File: config.mk
export PLATFORM = sky130hd
export DESIGN_NAME = instr_issue
export DESIGN_NICKNAME = d
export VERILOG_FILES = /design/src/rtl/isa_pkg.sv /design/src/rtl/pc_reg.sv /design/src/rtl/instr_issue.sv
export SDC_FILE = /design/constraint.sdc
export NUM_CORES = 1
export LEC_CHECK = 0
export CAP_MARGIN = 20
export CORE_ASPECT_RATIO = 1.75
export CORE_UTILIZATION = 44
export DETAILED_ROUTE_END_ITERATION = 6
export GPL_TIMING_DRIVEN = 0
export MAX_ROUTING_LAYER = met4
export PLACE_DENSITY = 0.79
export SLEW_MARGIN = 10
export SYNTH_ARGS = -nofsm -noshare
export SYNTH_HDL_FRONTEND = slang
export SYNTH_SLANG_ARGS = --single-unit
File: constraint.sdc
create_clock -name clk -period 4.6 [get_ports clk]
set_input_delay 1.38 -clock clk [delete_from_list [all_inputs] [get_ports clk]]
set_output_delay 1.38 -clock clk [all_outputs]
set_load 0.01 [all_outputs]
File: src/rtl/isa_pkg.sv
// Shared ISA constants and issue FSM state type.
// Field positions refer to the 32-bit instruction word.
package isa_pkg;

    localparam int ILEN     = 32;
    localparam int OP_MSB   = 31;
    localparam int OP_LSB   = 28;
    localparam int COND_BIT = 27;
    localparam int OP_W     = OP_MSB - OP_LSB + 1;

    typedef enum logic [1:0] {
        S_FETCH = 2'd0,
        S_WAIT  = 2'd1,
        S_ISSUE = 2'd2,
        S_HALT  = 2'd3
    } state_e;

endpackage

File: src/rtl/pc_reg.sv
// Program counter with next-PC mux.
// A redirect load takes priority over the sequential increment.
module pc_reg
    import isa_pkg::*;
#(
    parameter logic [ILEN-1:0] RESET_PC = '0
) (
    input  logic            clk,
    input  logic            rst,
    input  logic            inc,
    input  logic            load,
    input  logic [ILEN-1:0] target,
    output logic [ILEN-1:0] pc
);

    logic [ILEN-1:0] pc_q;
    logic [ILEN-1:0] pc_d;

    always_comb begin
        pc_d = pc_q;
        if (load) begin
            pc_d = target;
        end else if (inc) begin
            pc_d = pc_q + ILEN'(4);
        end
    end

    always_ff @(posedge clk or posedge rst) begin
        if (rst) begin
            pc_q <= RESET_PC;
        end else begin
            pc_q <= pc_d;
        end
    end

    assign pc = pc_q;

endmodule

File: src/rtl/instr_issue.sv
// Fetch/issue FSM: fetches one word, presents it to the control
// unit, and redirects on branch. Stops fetching on the halt opcode.
module instr_issue
    import isa_pkg::*;
#(
    parameter logic [ILEN-1:0] RESET_PC = 32'h0000_0000,
    parameter logic [OP_W-1:0] HALT_OP  = 4'b1111
) (
    input  logic            clk,
    input  logic            rst,
    output logic            imem_req,
    output logic [ILEN-1:0] imem_addr,
    input  logic            imem_ack,
    input  logic [ILEN-1:0] imem_rdata,
    output logic            issue_valid,
    input  logic            issue_ready,
    output logic [OP_W-1:0] op,
    output logic            cond,
    output logic [ILEN-1:0] instr,
    output logic [ILEN-1:0] pc_out,
    input  logic            branch_taken,
    input  logic [ILEN-1:0] branch_target,
    output logic            halted
);

    state_e          state_q, state_d;
    logic [ILEN-1:0] buf_q, buf_d;
    logic [ILEN-1:0] pcb_q, pcb_d;
    logic [ILEN-1:0] pc;
    logic            pc_inc;
    logic            pc_load;

    pc_reg #(
        .RESET_PC (RESET_PC)
    ) u_pc (
        .clk    (clk),
        .rst    (rst),
        .inc    (pc_inc),
        .load   (pc_load),
        .target (branch_target),
        .pc     (pc)
    );

    always_comb begin
        state_d = state_q;
        buf_d   = buf_q;
        pcb_d   = pcb_q;
        pc_inc  = 1'b0;
        pc_load = 1'b0;
        unique case (state_q)
            S_FETCH: state_d = S_WAIT;
            S_WAIT: begin
                if (imem_ack) begin
                    buf_d   = imem_rdata;
                    pcb_d   = pc;
                    state_d = S_ISSUE;
                end
            end
            S_ISSUE: begin
                if (issue_ready) begin
                    if (buf_q[OP_MSB:OP_LSB] == HALT_OP) begin
                        state_d = S_HALT;
                    end else begin
                        pc_inc  = 1'b1;
                        state_d = S_FETCH;
                    end
                end
            end
            S_HALT: state_d = S_HALT;
            default: state_d = S_FETCH;
        endcase
        // Redirect overrides any ack capture or sequential advance.
        if (branch_taken && state_q != S_HALT) begin
            pc_load = 1'b1;
            pc_inc  = 1'b0;
            buf_d   = '0;
            pcb_d   = '0;
            state_d = S_FETCH;
        end
    end

    always_ff @(posedge clk or posedge rst) begin
        if (rst) begin
            state_q <= S_FETCH;
            buf_q   <= '0;
            pcb_q   <= '0;
        end else begin
            state_q <= state_d;
            buf_q   <= buf_d;
            pcb_q   <= pcb_d;
        end
    end

    // Request is masked while reset holds the FSM in FETCH.
    assign imem_req    = (state_q == S_FETCH) && !rst;
    assign imem_addr   = pc;
    assign issue_valid = (state_q == S_ISSUE);
    assign halted      = (state_q == S_HALT);
    assign op          = buf_q[OP_MSB:OP_LSB];
    assign cond        = buf_q[COND_BIT];
    assign instr       = buf_q;
    assign pc_out      = pcb_q;

endmodule

==> impl_metrics.ini <==
[die]
coreArea_um2 = 9530
dieArea_um2 = 10300
fp-row-count = 47
io_pins = 173
die_y_um = 133
floorplan.initialDensity_pct = 45.6
die_x_um = 77.1

[routing]
drtAntennaViolNets = 0
routedWlPerCell_um = 18.9
first_pass_iters = 5
drt-total-wl_um = 13300
vias_per_cell = 5.78
drtIter0Drc = 273
via_count = 4065
drc = 0

[critical_path]
worstSetupStartpointType = primary input
worstPathRequired_ps = 3220
critical_path.max_fanout = 2
crit_type = in -> out
crit_arrival_ps = 2560
endpoint_kind = primary output

[logic_synthesis]
yosysUniqueCellTypes = 45
ys_seq_area_share_pct = 56.5
syn-instance-count = 392
ys_dominant_reg_cell = dfrtp_1
synth_edf_count = 0
syn_area_per_cell_um2 = 11.1
yosysWarnings = 0
syn_nets = 462
synth_area_leaders = dfrtp_1 (56%), a22o_1 (13%), nand2_1 (2.4%)
synth_top_cell_by_area = dfrtp_1
netlist_area_um2 = 4340
synth.top_cell.area_share_pct = 56.5
ys_ff_latch = 98
async_flop_share_pct = 100

[sta]
hold_violations = 0
worst_slew_pin_slew_ps = 790
drv_slew = 0
max-slew-margin-rel_pct = 47.2
fin_setup_tns_ps = 0
period_minus_slack_ps = 3940
period_share_pct = 85.6
finalSetupViolations = 0
clock.fmax_ghz = 0.254
final.setup_skew_ps = 10.5
rsz0062_at_grt = false

[clock_tree]
cts_buffers = 9
postCtsHoldBufs = 0
cts_tree = yes
clock-root-buffer = clkbuf_16
postCtsSetupRepairBufs = 0
clk_latency_ps = 340
clkTransAtPathRegs_ps = 60
cts_sinks = 98
cts_resized = 0
ctsLongestPathBuffers = 2
htree_num_levels = 3

[power]
leakage_nw = 2.72
ir_drop_v = 0.000216
p_per_area_nw_per_um2 = 364
p_total_mw = 2.38

[global_route]
grt_pass1_wl_um = 21600
grt-ovfl-total = 0
grtUsageMet3_pct = 4.73
grt_max_degree = 52
met1_usage_pct = 31.7
grt_pass1_vias = 4146
globalRouteTotalUtil_pct = 28.0
antenna_found_initial = 0
grtUsageMet2_pct = 48.6
grt_busiest_layer = met2

[place]
placed_cell_area_um2 = 6250
gp_congestion = 0.870
hpwl_um = 9550
io_buffers = 172

[layout]
drive_above_1_share_pct = 4.99
num_antenna_cells = 0
syn2layout_area_growth_pct = 51.1
seq_area_um2 = 2450
final_design_area_no_fill_um2 = 6560
multi_input_area_um2 = 1710
nFillCells = 743
nets = 646

[flow_run]
max-cap-violations = 0

[outcome]
status = finished clean

[min_path]
min_path_type = reg -> reg
[Yosys cell counts (all sizes together) (2+ instances only)]
master,count
nand3b,2
o31a,2
nor4,4
a21oi,3
xor2,3
nand3,17
nand2,28
buf,15
inv,6
xnor2,5
and3b,2
a31oi,14
nor2,18
o21ai,17
a22o,64
or4,13
o211ai,2
nor3,4
or3,10
nor2b,2
nand2b,2
and4,4
nand4,12
o31ai,8
o311ai,3
clkbuf,20
dfrtp,98
[placed cells by master (no fill, tap or decap), types with 4 or more instances in the layout]
master           Yosys  routed
o31ai_1              8       8
nor2_1              18      18
nand4_1             10      10
nor4_1               4       4
nand2_1             28      28
or3_1               10      10
clkbuf_1            20      20
or4_1               13      13
buf_4                5       5
inv_1                6       5
buf_1                7       7
nand3_1             17      17
clkbuf_16            0       9
nor3_1               4       4
a22o_1              64      64
a31oi_1             14      14
dfrtp_1             98      98
clkdlybuf4s50_1      0     172
o21ai_0             17      17
xnor2_1              5       5
and4_1               4       4
[kinds of logic (layout without fill, tap and decap cells)]
logic type | count (synthesis) | count (layout) | share of synthesized area, %
muxes | 1 | 1 | 0.231
and+or+nand+nor | 124 | 124 | 16.2
xor gates and xnor gates | 8 | 8 | 1.61
DFF | 98 | 98 | 56.5
AOI/OAI and AO/OA | 119 | 119 | 21.2
buffers and inverters | 41 | 230 | 4.06
adders and majority gates | 1 | 1 | 0.288
[where the power goes]
part	internal (mW)	switching (mW)
Combinational	0.303	0.244
Clock	0.454	0.325
Sequential	0.950	0.107
Total	1.71	0.677
[final timing paths]
kind	endpoint	cells past startpoint	slack, ps	from
worst max-delay path	imem_req	3	660	rst
worst min-delay path	instr[25]$_DFFE_PP0P_	1	500	instr[25]$_DFFE_PP0P_
worst max register to register	u_pc.pc[30]$_DFFE_PP0P_	6	2210	u_pc.pc[3]$_DFFE_PP0P_
worst min register to register	instr[25]$_DFFE_PP0P_	1	500	instr[25]$_DFFE_PP0P_
max in group asynchronous	pc_out[25]$_DFFE_PP0P_	3	2440	rst
min in group asynchronous	state_q[0]$_DFFE_PP0P_	2	1510	rst
[area by class of cell]
class | count | area share, %
flip-flops and latches | 98 | 37.4
repair buffers | 173 | 26.7
multi-input cells | 253 | 26.1
clock buffers | 11 | 3.85
plain buffers | 35 | 2.35
well taps | 122 | 2.33
clock inverters | 5 | 0.935
inverters | 6 | 0.381
[per-stage QoR]
stage / cells / util [%] / setup slack (ps) / hold WS, ps
finish: 703 / 68.9 / 662 / 505
detailed placement: 687 / 65.6 / 676 / 491
CTS: 703 / 68.9 / 658 / 510
floorplan: 392 / - / 658 / 533
global placement: 686 / 65.2 / -779 / 486
global route: 703 / 68.9 / 610 / 524
[worst max-delay path: stages]
cell	delay (ps)
clkdlybuf4s50_1	460
nor3_1	150
clkdlybuf4s50_1	560
[routing by layer]
metal / wire length, um / share of wire, %
met2: 7220 / 54
met4: 414 / 3.1
met1: 5030 / 38
met5: 0 / 0
met3: 629 / 4.7
No activity file was read; power rests on OpenSTA's default activity.
